===== src/rtl/tt_cpu_prog_mem_responder.sv =====
// Memory-side responder for the 6-bit TinyTapeout accumulator CPU: serves
// fetches from a host-loaded program store, captures display words, sequences CPU reset.
module tt_cpu_prog_mem_responder #(
   parameter int unsigned ADDR_W         = 6,
   parameter int unsigned DATA_W         = 6,
   parameter int unsigned RELEASE_CYCLES = 4,
   parameter int unsigned OUT_CNT_W      = 8
) (
   input  logic                 clk,
   input  logic                 reset_n,
   input  logic [7:0]           cpu_bus,
   output logic [DATA_W-1:0]    mem_data,
   output logic                 cpu_reset,
   input  logic                 load_mode,
   input  logic                 load_valid,
   input  logic [DATA_W-1:0]    load_data,
   output logic [ADDR_W-1:0]    load_addr,
   output logic [DATA_W-1:0]    out_value,
   output logic                 out_valid,
   output logic [OUT_CNT_W-1:0] out_count
);

   localparam int unsigned DEPTH = 2 ** ADDR_W;
   localparam int unsigned CNT_W = (RELEASE_CYCLES > 1) ? $clog2(RELEASE_CYCLES) : 1;

   typedef enum logic [1:0] {
      HOLD    = 2'd0,
      LOAD    = 2'd1,
      RELEASE = 2'd2,
      RUN     = 2'd3
   } state_t;

   state_t             state;
   state_t             state_nxt;
   logic [CNT_W-1:0]   rel_cnt;
   logic [DATA_W-1:0]  store [DEPTH];
   logic               prev_disp;

   logic               reload_c;
   logic               write_c;
   logic               enter_load_c;
   logic               disp_c;
   logic               disp_edge_c;

   // State register
   always_ff @(posedge clk or negedge reset_n) begin
      if (!reset_n) state <= HOLD;
      else          state <= state_nxt;
   end

   // Next state and per-cycle strobes; load_mode wins over the release count
   always_comb begin
      state_nxt    = state;
      reload_c     = 1'b0;
      write_c      = 1'b0;
      enter_load_c = 1'b0;
      disp_c       = (cpu_bus[7:6] == 2'b10);
      disp_edge_c  = 1'b0;
      case (state)
         HOLD: begin
            if (load_mode) begin
               state_nxt = LOAD;
            end else begin
               state_nxt = RELEASE;
               reload_c  = 1'b1;
            end
         end
         LOAD: begin
            write_c = load_valid;
            if (!load_mode) begin
               state_nxt = RELEASE;
               reload_c  = 1'b1;
            end
         end
         RELEASE: begin
            if (load_mode) begin
               state_nxt    = LOAD;
               enter_load_c = 1'b1;
            end else if (rel_cnt == '0) begin
               state_nxt = RUN;
            end
         end
         RUN: begin
            disp_edge_c = disp_c && !prev_disp;
            if (load_mode) begin
               state_nxt    = LOAD;
               enter_load_c = 1'b1;
            end
         end
         default: state_nxt = HOLD;
      endcase
   end

   // Release counter and CPU reset; cpu_reset tracks the next state so it drops with RUN entry
   always_ff @(posedge clk or negedge reset_n) begin
      if (!reset_n) begin
         rel_cnt   <= '0;
         cpu_reset <= 1'b1;
      end else begin
         if (reload_c)
            rel_cnt <= CNT_W'(RELEASE_CYCLES - 1);
         else if (state == RELEASE && rel_cnt != '0)
            rel_cnt <= rel_cnt - CNT_W'(1);
         cpu_reset <= (state_nxt != RUN);
      end
   end

   // Program store and write pointer; HOLD already leaves load_addr at zero
   always_ff @(posedge clk or negedge reset_n) begin
      if (!reset_n) begin
         load_addr <= '0;
         for (int i = 0; i < int'(DEPTH); i++) store[i] <= '0;
      end else begin
         if (enter_load_c) begin
            load_addr <= '0;
         end else if (write_c) begin
            store[load_addr] <= load_data;
            load_addr        <= load_addr + ADDR_W'(1);
         end
      end
   end

   // Fetch response is combinational: the CPU samples it one clock after the address
   always_comb begin
      mem_data = '0;
      if (cpu_bus[7:6] == 2'b00) mem_data = store[cpu_bus[ADDR_W-1:0]];
   end

   // Display capture on the rising edge of the display pattern, RUN only
   always_ff @(posedge clk or negedge reset_n) begin
      if (!reset_n) begin
         prev_disp <= 1'b0;
         out_value <= '0;
         out_valid <= 1'b0;
         out_count <= '0;
      end else begin
         out_valid <= 1'b0;
         prev_disp <= (state == RUN) && disp_c;
         if (disp_edge_c) begin
            out_value <= cpu_bus[DATA_W-1:0];
            out_valid <= 1'b1;
            out_count <= out_count + OUT_CNT_W'(1);
         end
      end
   end

endmodule

===== config.mk =====
export PLATFORM = sky130hd
export DESIGN_NAME = tt_cpu_prog_mem_responder
export DESIGN_NICKNAME = d
export VERILOG_FILES = /design/src/rtl/tt_cpu_prog_mem_responder.sv
export SDC_FILE = /design/constraint.sdc
export NUM_CORES = 1
export LEC_CHECK = 0
export ABC_AREA = 1
export BUFFER_PORTS_ARGS = -buffer_cell sky130_fd_sc_hd__buf_2
export CORE_UTILIZATION = 67
export CTS_CLUSTER_DIAMETER = 120
export DETAILED_ROUTE_END_ITERATION = 16
export GPL_TIMING_DRIVEN = 0
export PLACE_DENSITY = 0.85
export REMOVE_ABC_BUFFERS = 1
export SLEW_MARGIN = 30
export SYNTH_ARGS = -nofsm -noshare
export SYNTH_HDL_FRONTEND = slang
export SYNTH_SLANG_ARGS = --single-unit

===== constraint.sdc =====
create_clock -name clk -period 4.66 [get_ports clk]
set_input_delay 0.699 -clock clk [delete_from_list [all_inputs] [get_ports clk]]
set_output_delay 0.699 -clock clk [all_outputs]
set_load 0.02 [all_outputs]

==> results of run 1 <==
## per-layer routing
layer	vias up	wire [µm]	global-route usage, %	share of wire, %
li1	7543	-	-	-
met1	7827	20000	49.0	40
met2	848	23100	56.2	46
met3	157	4740	7.86	9.5
met4	4	1970	16.8	4.0
met5	-	26	0	0.052
## sequential cells by signal, indices dropped and copies added (netlist names)
register and count:
out_valid 1, cpu_reset 1, rel_cnt 2, state 2, out_value 6, prev_disp 1, out_count 8, store 384
load_addr 6
## what timing repair did
| action | 4_1_cts | 5_1_grt |
|---|---|---|
| hold endpoints to repair | 13 | 0 |
| hold buffers | 1 | 0 |
| buffers inserted | 0 | 0 |
## power breakdown
part / switching, mW / internal [mW]
logic: 0.536 / 0.229
registers: 0.113 / 3.73
clock network: 1.37 / 2.00
## synthesized netlist by cell type
cell	number
ha_1	3
nand3_4	1
nand2_2	3
nand3_1	330
xor2_1	5
clkbuf_1	134
nor4_4	2
nor2_1	13
nand2_1	951
buf_1	15
o21a_1	1
nor3_1	8
nor2_2	2
dfstp_2	1
inv_2	4
o21ai_0	334
nor3_4	3
inv_1	22
or2_2	1
o221ai_1	1
dfrtp_1	410
clkinv_1	7
xnor2_1	2
buf_2	35
o21ai_1	62
a21oi_1	7
## cell type report
cell class / count / area share [%]
diodes: 1 / 0.0122
repair buffers: 61 / 3.12
multi-input cells: 1729 / 37.0
well taps: 372 / 2.27
flip-flops and latches: 411 / 50.1
inverters: 33 / 0.713
clock inverters: 12 / 0.701
clock buffers: 62 / 6.03
## worst max-delay path by stage
stage / cells after the start / slack (ns) / start / endpoint
after global placement: 11 / -6.58 / cpu_bus[0] / mem_data[3]
after floorplan: 9 / -0.33 / cpu_bus[0] / mem_data[0]
after CTS: 13 / 0.44 / cpu_bus[0] / mem_data[4]
final: 13 / 0.33 / cpu_bus[0] / mem_data[4]
after global routing: 13 / 0.14 / cpu_bus[0] / mem_data[3]
after detailed placement: 13 / 0.45 / cpu_bus[0] / mem_data[4]
## logic make-up (layout without fill, tap and decap cells)
| logic type | after synthesis | count (layout) | share of synthesized area (%) |
|---|---|---|---|
| adders and majority gates | 3 | 3 | 0.200 |
| xor gates and xnor gates | 7 | 7 | 0.327 |
| and+or+nand+nor | 1314 | 1314 | 29.1 |
| buffers and inverters | 217 | 168 | 4.58 |
| DFF | 411 | 411 | 54.9 |
| AOI/OAI and AO/OA | 405 | 405 | 10.9 |
| other | 0 | 1 | 0 |
## metrics by stage
step / setup WS, ns / power [mW] / setup TNS (ns) / cells
after floorplan: -0.326 / 4.28 / -1.92 / 2173
final: 0.328 / 7.98 / 0 / 2681
after detailed placement: 0.451 / 4.65 / 0 / 2605
after CTS: 0.435 / 7.99 / 0 / 2680
after global routing: 0.143 / 8.23 / 0 / 2680
after global placement: -6.58 / 4.58 / -2061.63 / 2590
## critical path, stage by stage
cell and delay [ns]:
buf_8 0.20, buf_16 0.30, inv_8 0.43, buf_16 0.42
nand2_1 0.10, nand3_1 0.10, nand3_1 0.08, nand2_1 0.11
nand2_1 0.10, nand3_1 0.18, nand3_1 0.10, a21oi_1 0.35
buf_2 0.24
==> results.txt, run 1 <==
Die Ht = 169 µm
hold_ws = 0.352 ns
Synth cell types = 26
Worst Path Required = 3.96 ns
CTS buffer count = 42
Reg2Reg Depth = 7
max-cap violation count = 0
largest net degree at the start of global routing = 110
Hold EP = prev_disp
Mapped Cells = 2357
Max Root-Sink Buffers = 3
Finish-stage setup viols = 0
commonest non-fill, non-tap cell in the layout = nand2_1
Worst Hold Depth = 2
Syn Area/Cell = 7.95 µm²
worst-path fanout max = 109
post-detail-place hpwl = 29.5 mm
gpl congestion = 0.860
R2R Path End = store[164]
core area = 0.0272 mm²
outcome = completed
VDD IR-drop max = 318 µV
nets = 2299
# IOs = 46
Worst Setup Start Kind = input pin
Final Hold Fails = 0
sequential standard cell area = 0.0103 mm²
reg-to-reg slack, setup = 2.03 ns
CTS H-tree depth = 2
Area contributors post-synth = dfrtp_1 (55%), nand2_1 (19%), o21ai_0 (8.9%), nand3_1 (8.8%), clkbuf_1 (2.7%)
min Tclk post-route = 4.33 ns
GR Util All Layers = 36.1%
Tightest Pin Transition = 1.02 ns
CP Data Arrival Time = 3.63 ns
Slew headroom = 31.5%
Slew Viols, Final = 0
clock root buffer master = clkbuf_16
RSZ-0062 raised after global routing = false
Clock Skews = 0.0184 ns
cell area after layout = 0.0205 mm²
Site Rows = 60
endpoint class of the critical path = output pin
Num Clock Sinks = 411
vias = 16400
total die area = 0.0286 mm²
area occupied by multi-input gates = 0.00760 mm²
Via density = 6.11
vias in the first global route = 16000
drt total wl = 49.8 mm
Avg WL per Cell = 18.6 µm
Yosys top cell area share = 54.8%
CTS clk-pin slew, worst paths = 0.06 ns
Final ANT Viol Nets = 0
area grow syn2layout = 9.56%
PD cells = 389 mW/mm²
Cell Area, Placed = 0.0191 mm²
sequential fraction of the synthesis area = 54.9%
# resized after CTS = 0
filler instances = 1955
hold path start = cpu_bus[6]
grt total ovfl = 0
chip width = 169 µm
count of state elements after synthesis = 411
Clk Latency, worst-skew pair = 0.54 ns
reg2reg start = state[1]
CTS tree = built
DR iter-0 viols = 2075
initial core utilization = 68.9%
initial antenna violation count = 3
I/O Buffers = 45
first-pass GRT wire length = 81.5 mm
type of the tightest min-delay check = input pin to flip-flop
area leader, netlist = dfrtp_1
critical path class = input pin to output pin
Mapped Area = 0.0187 mm²
most frequent cells in the layout = nand2_1 (951), dfrtp_1 (410), o21ai_0 (334)
Finished Core Util = 75.5%
final worst-path cycle share = 93.0%
P_leak = 9.33 nW
layout cells sized above 1 = 6.59%
Fmax = 231 MHz
yosys synthesis warning count = 0
Post-route DRC = 0
total iterations of the first detailed-routing run = 6
Power figures use the tool's default switching activity.
==> run 2: changes to the inputs <==
--- a/config.mk
+++ b/config.mk
@@ -7,6 +7,7 @@
 export LEC_CHECK = 0
 export ABC_AREA = 1
 export BUFFER_PORTS_ARGS = -buffer_cell sky130_fd_sc_hd__buf_2
+export CORE_ASPECT_RATIO = 1.4
 export CORE_UTILIZATION = 67
 export CTS_CLUSTER_DIAMETER = 120
 export DETAILED_ROUTE_END_ITERATION = 16
==> run 2 against run 1 <==
  * Core utilization fell by 1.4 points
  * Final area fell by 0.50%
  * Setup slack got worse by 0.060 ns
  * Maximum frequency fell by 1.4%
  * Sequential power barely moved
  * Clock skew fell by 0.0040 ns
  * Cell count fell by 0.37%
  * Register-to-register slack barely moved
  * Clock-buffer cell count fell by 7
  * Die area barely moved
==> results.txt, run 2 (synthesis gave the netlist of run 1 again) <==
Finish-stage setup viols = 0
hold_ws = 0.339 ns
vias in the first global route = 15600
Worst Path Required = 3.96 ns
Tightest Pin Transition = 1.02 ns
Slew headroom = 31.6%
Overall Power = 7.75 mW
largest registers = store: 384 flops, out_count: 8 flops
Worst Setup Start Kind = input pin
Via density = 6.10
max-cap violation count = 0
Die Ht = 200 µm
Cell Area, Placed = 0.0192 mm²
min Tclk post-route = 4.39 ns
Biggest register = store
# IOs = 46
Post-route DRC = 0
DR iter-0 viols = 1512
Max Root-Sink Buffers = 3
total iterations of the first detailed-routing run = 6
# diodes = 0
first-pass GRT wire length = 80.1 mm
Flop pwr share = 49.6%
PD cells = 379 mW/mm²
CTS clk-pin slew, worst paths = 0.06 ns
total die area = 0.0286 mm²
nets = 2297
sw frac = 25.7%
Sw Pwr = 1.99 mW
Internal = 5.76 mW
Site Rows = 72
Slew Viols, Final = 0
layout cells sized above 1 = 6.39%
P_leak = 9.29 nW
grt total ovfl = 0
cell area after layout = 0.0204 mm²
largest net degree at the start of global routing = 112
reg-to-reg slack, setup = 2.03 ns
Num Clock Sinks = 411
Final ANT Viol Nets = 0
clock power share = 40.3%
filler instances = 2016
setup tns final = 0 ns
Placed Cells = 2605
I/O Buffers = 45
Clk Latency, worst-skew pair = 0.55 ns
CTS H-tree depth = 2
core area = 0.0276 mm²
Logic pwr share = 10.1%
GR Util All Layers = 36.5%
worst-path fanout max = 111
CP Data Arrival Time = 3.69 ns
initial antenna violation count = 1
max FFs per register = 384
Clock Skews = 0.0144 ns
Post CTS Setup Buffer Count = 0
Fmax = 228 MHz
Final Hold Fails = 0
Layout Cells excl Fill = 2671
commonest non-fill, non-tap cell in the layout = nand2_1
outcome = completed
chip width = 143 µm
drt total wl = 49.9 mm
area grow syn2layout = 9.02%
initial core utilization = 68.0%
Avg WL per Cell = 18.7 µm
clock root buffer master = clkbuf_16
most frequent cells in the layout = nand2_1 (951), dfrtp_1 (410), o21ai_0 (334)
vias = 16300
VDD IR-drop max = 310 µV
endpoint class of the critical path = output pin
CTS buffer count = 38
critical path class = input pin to output pin
post-detail-place hpwl = 30.5 mm
final worst-path cycle share = 94.3%
RSZ-0062 raised after global routing = false
type of the tightest min-delay check = input pin to flip-flop
gpl congestion = 0.913
CTS tree = built
## run 2: cell count changes in the layout (fill, tap and decap cells not counted), sizes merged, moves of 2 or more
cell	delta
clkbuf	-7
buf	+2
clkinvlp	-2
clkinv	+2
## run 2: layout make-up
cell class              instances  area [µm²]  share of cell area, %
flip-flops and latches        411       10300                   50.4
multi-input cells            1729        7610                   37.3
clock buffers                  55        1130                   5.53
repair buffers                 63         687                   3.36
well taps                     370         463                   2.27
inverters                      33         149                  0.729
clock inverters                10         100                  0.490
## run 2: final timing paths
check / from / endpoint / cells past startpoint
max reg2reg: load_addr[1] / store[314] / 4
max in group asynchronous: reset_n / store[261] / 5
min: cpu_bus[6] / prev_disp / 2
min in group asynchronous: reset_n / store[330] / 2
max: cpu_bus[0] / mem_data[3] / 14
min reg2reg: rel_cnt[0] / rel_cnt[0] / 1
## run 2: metal layers
| layer | vias up | track usage [%] | part of all wire, % |
|---|---|---|---|
| met3 | 178 | 7.47 | 8.8 |
| met2 | 757 | 59.0 | 48 |
| li1 | 7542 | - | - |
| met4 | 2 | 22.5 | 5.6 |
| met1 | 7801 | 45.3 | 38 |
| met5 | - | 0 | 0.016 |
## run 2: timing repair
action | 4_1_cts | 5_1_grt
hold buffers | 1 | 0
setup endpoints to repair | 0 | 1
endpoints found under the hold margin | 18 | 0
gates resized for setup | 0 | 2
## run 2: worst max-delay path: stages
cell	delay (ns)
buf_8	0.20
buf_16	0.26
buf_16	0.25
inv_12	0.40
buf_16	0.35
nand2_1	0.09
nand3_1	0.10
nand3_1	0.09
nand2_1	0.23
nand2_1	0.08
nand3_1	0.15
nand3_1	0.12
a21oi_1	0.25
buf_2	0.21
## run 2: stage by stage
step / setup slack, ns / utilization, %
after floorplan: -0.326 / -
after global placement: -6.72 / 67.8
after detailed placement: 0.291 / 69.6
after CTS: 0.299 / 74.0
after global routing: 0.105 / 74.1
final: 0.268 / 74.1
## run 2: power groups by stage
stage / sequential [mW] / combinational (mW) / clock, mW
global placement: 3.89 / 0.700 / 0
global route: 3.86 / 0.868 / 3.28
finish: 3.84 / 0.783 / 3.12
detailed placement: 3.90 / 0.768 / 0
CTS: 3.84 / 0.777 / 3.14
floorplan: 3.92 / 0.360 / 0
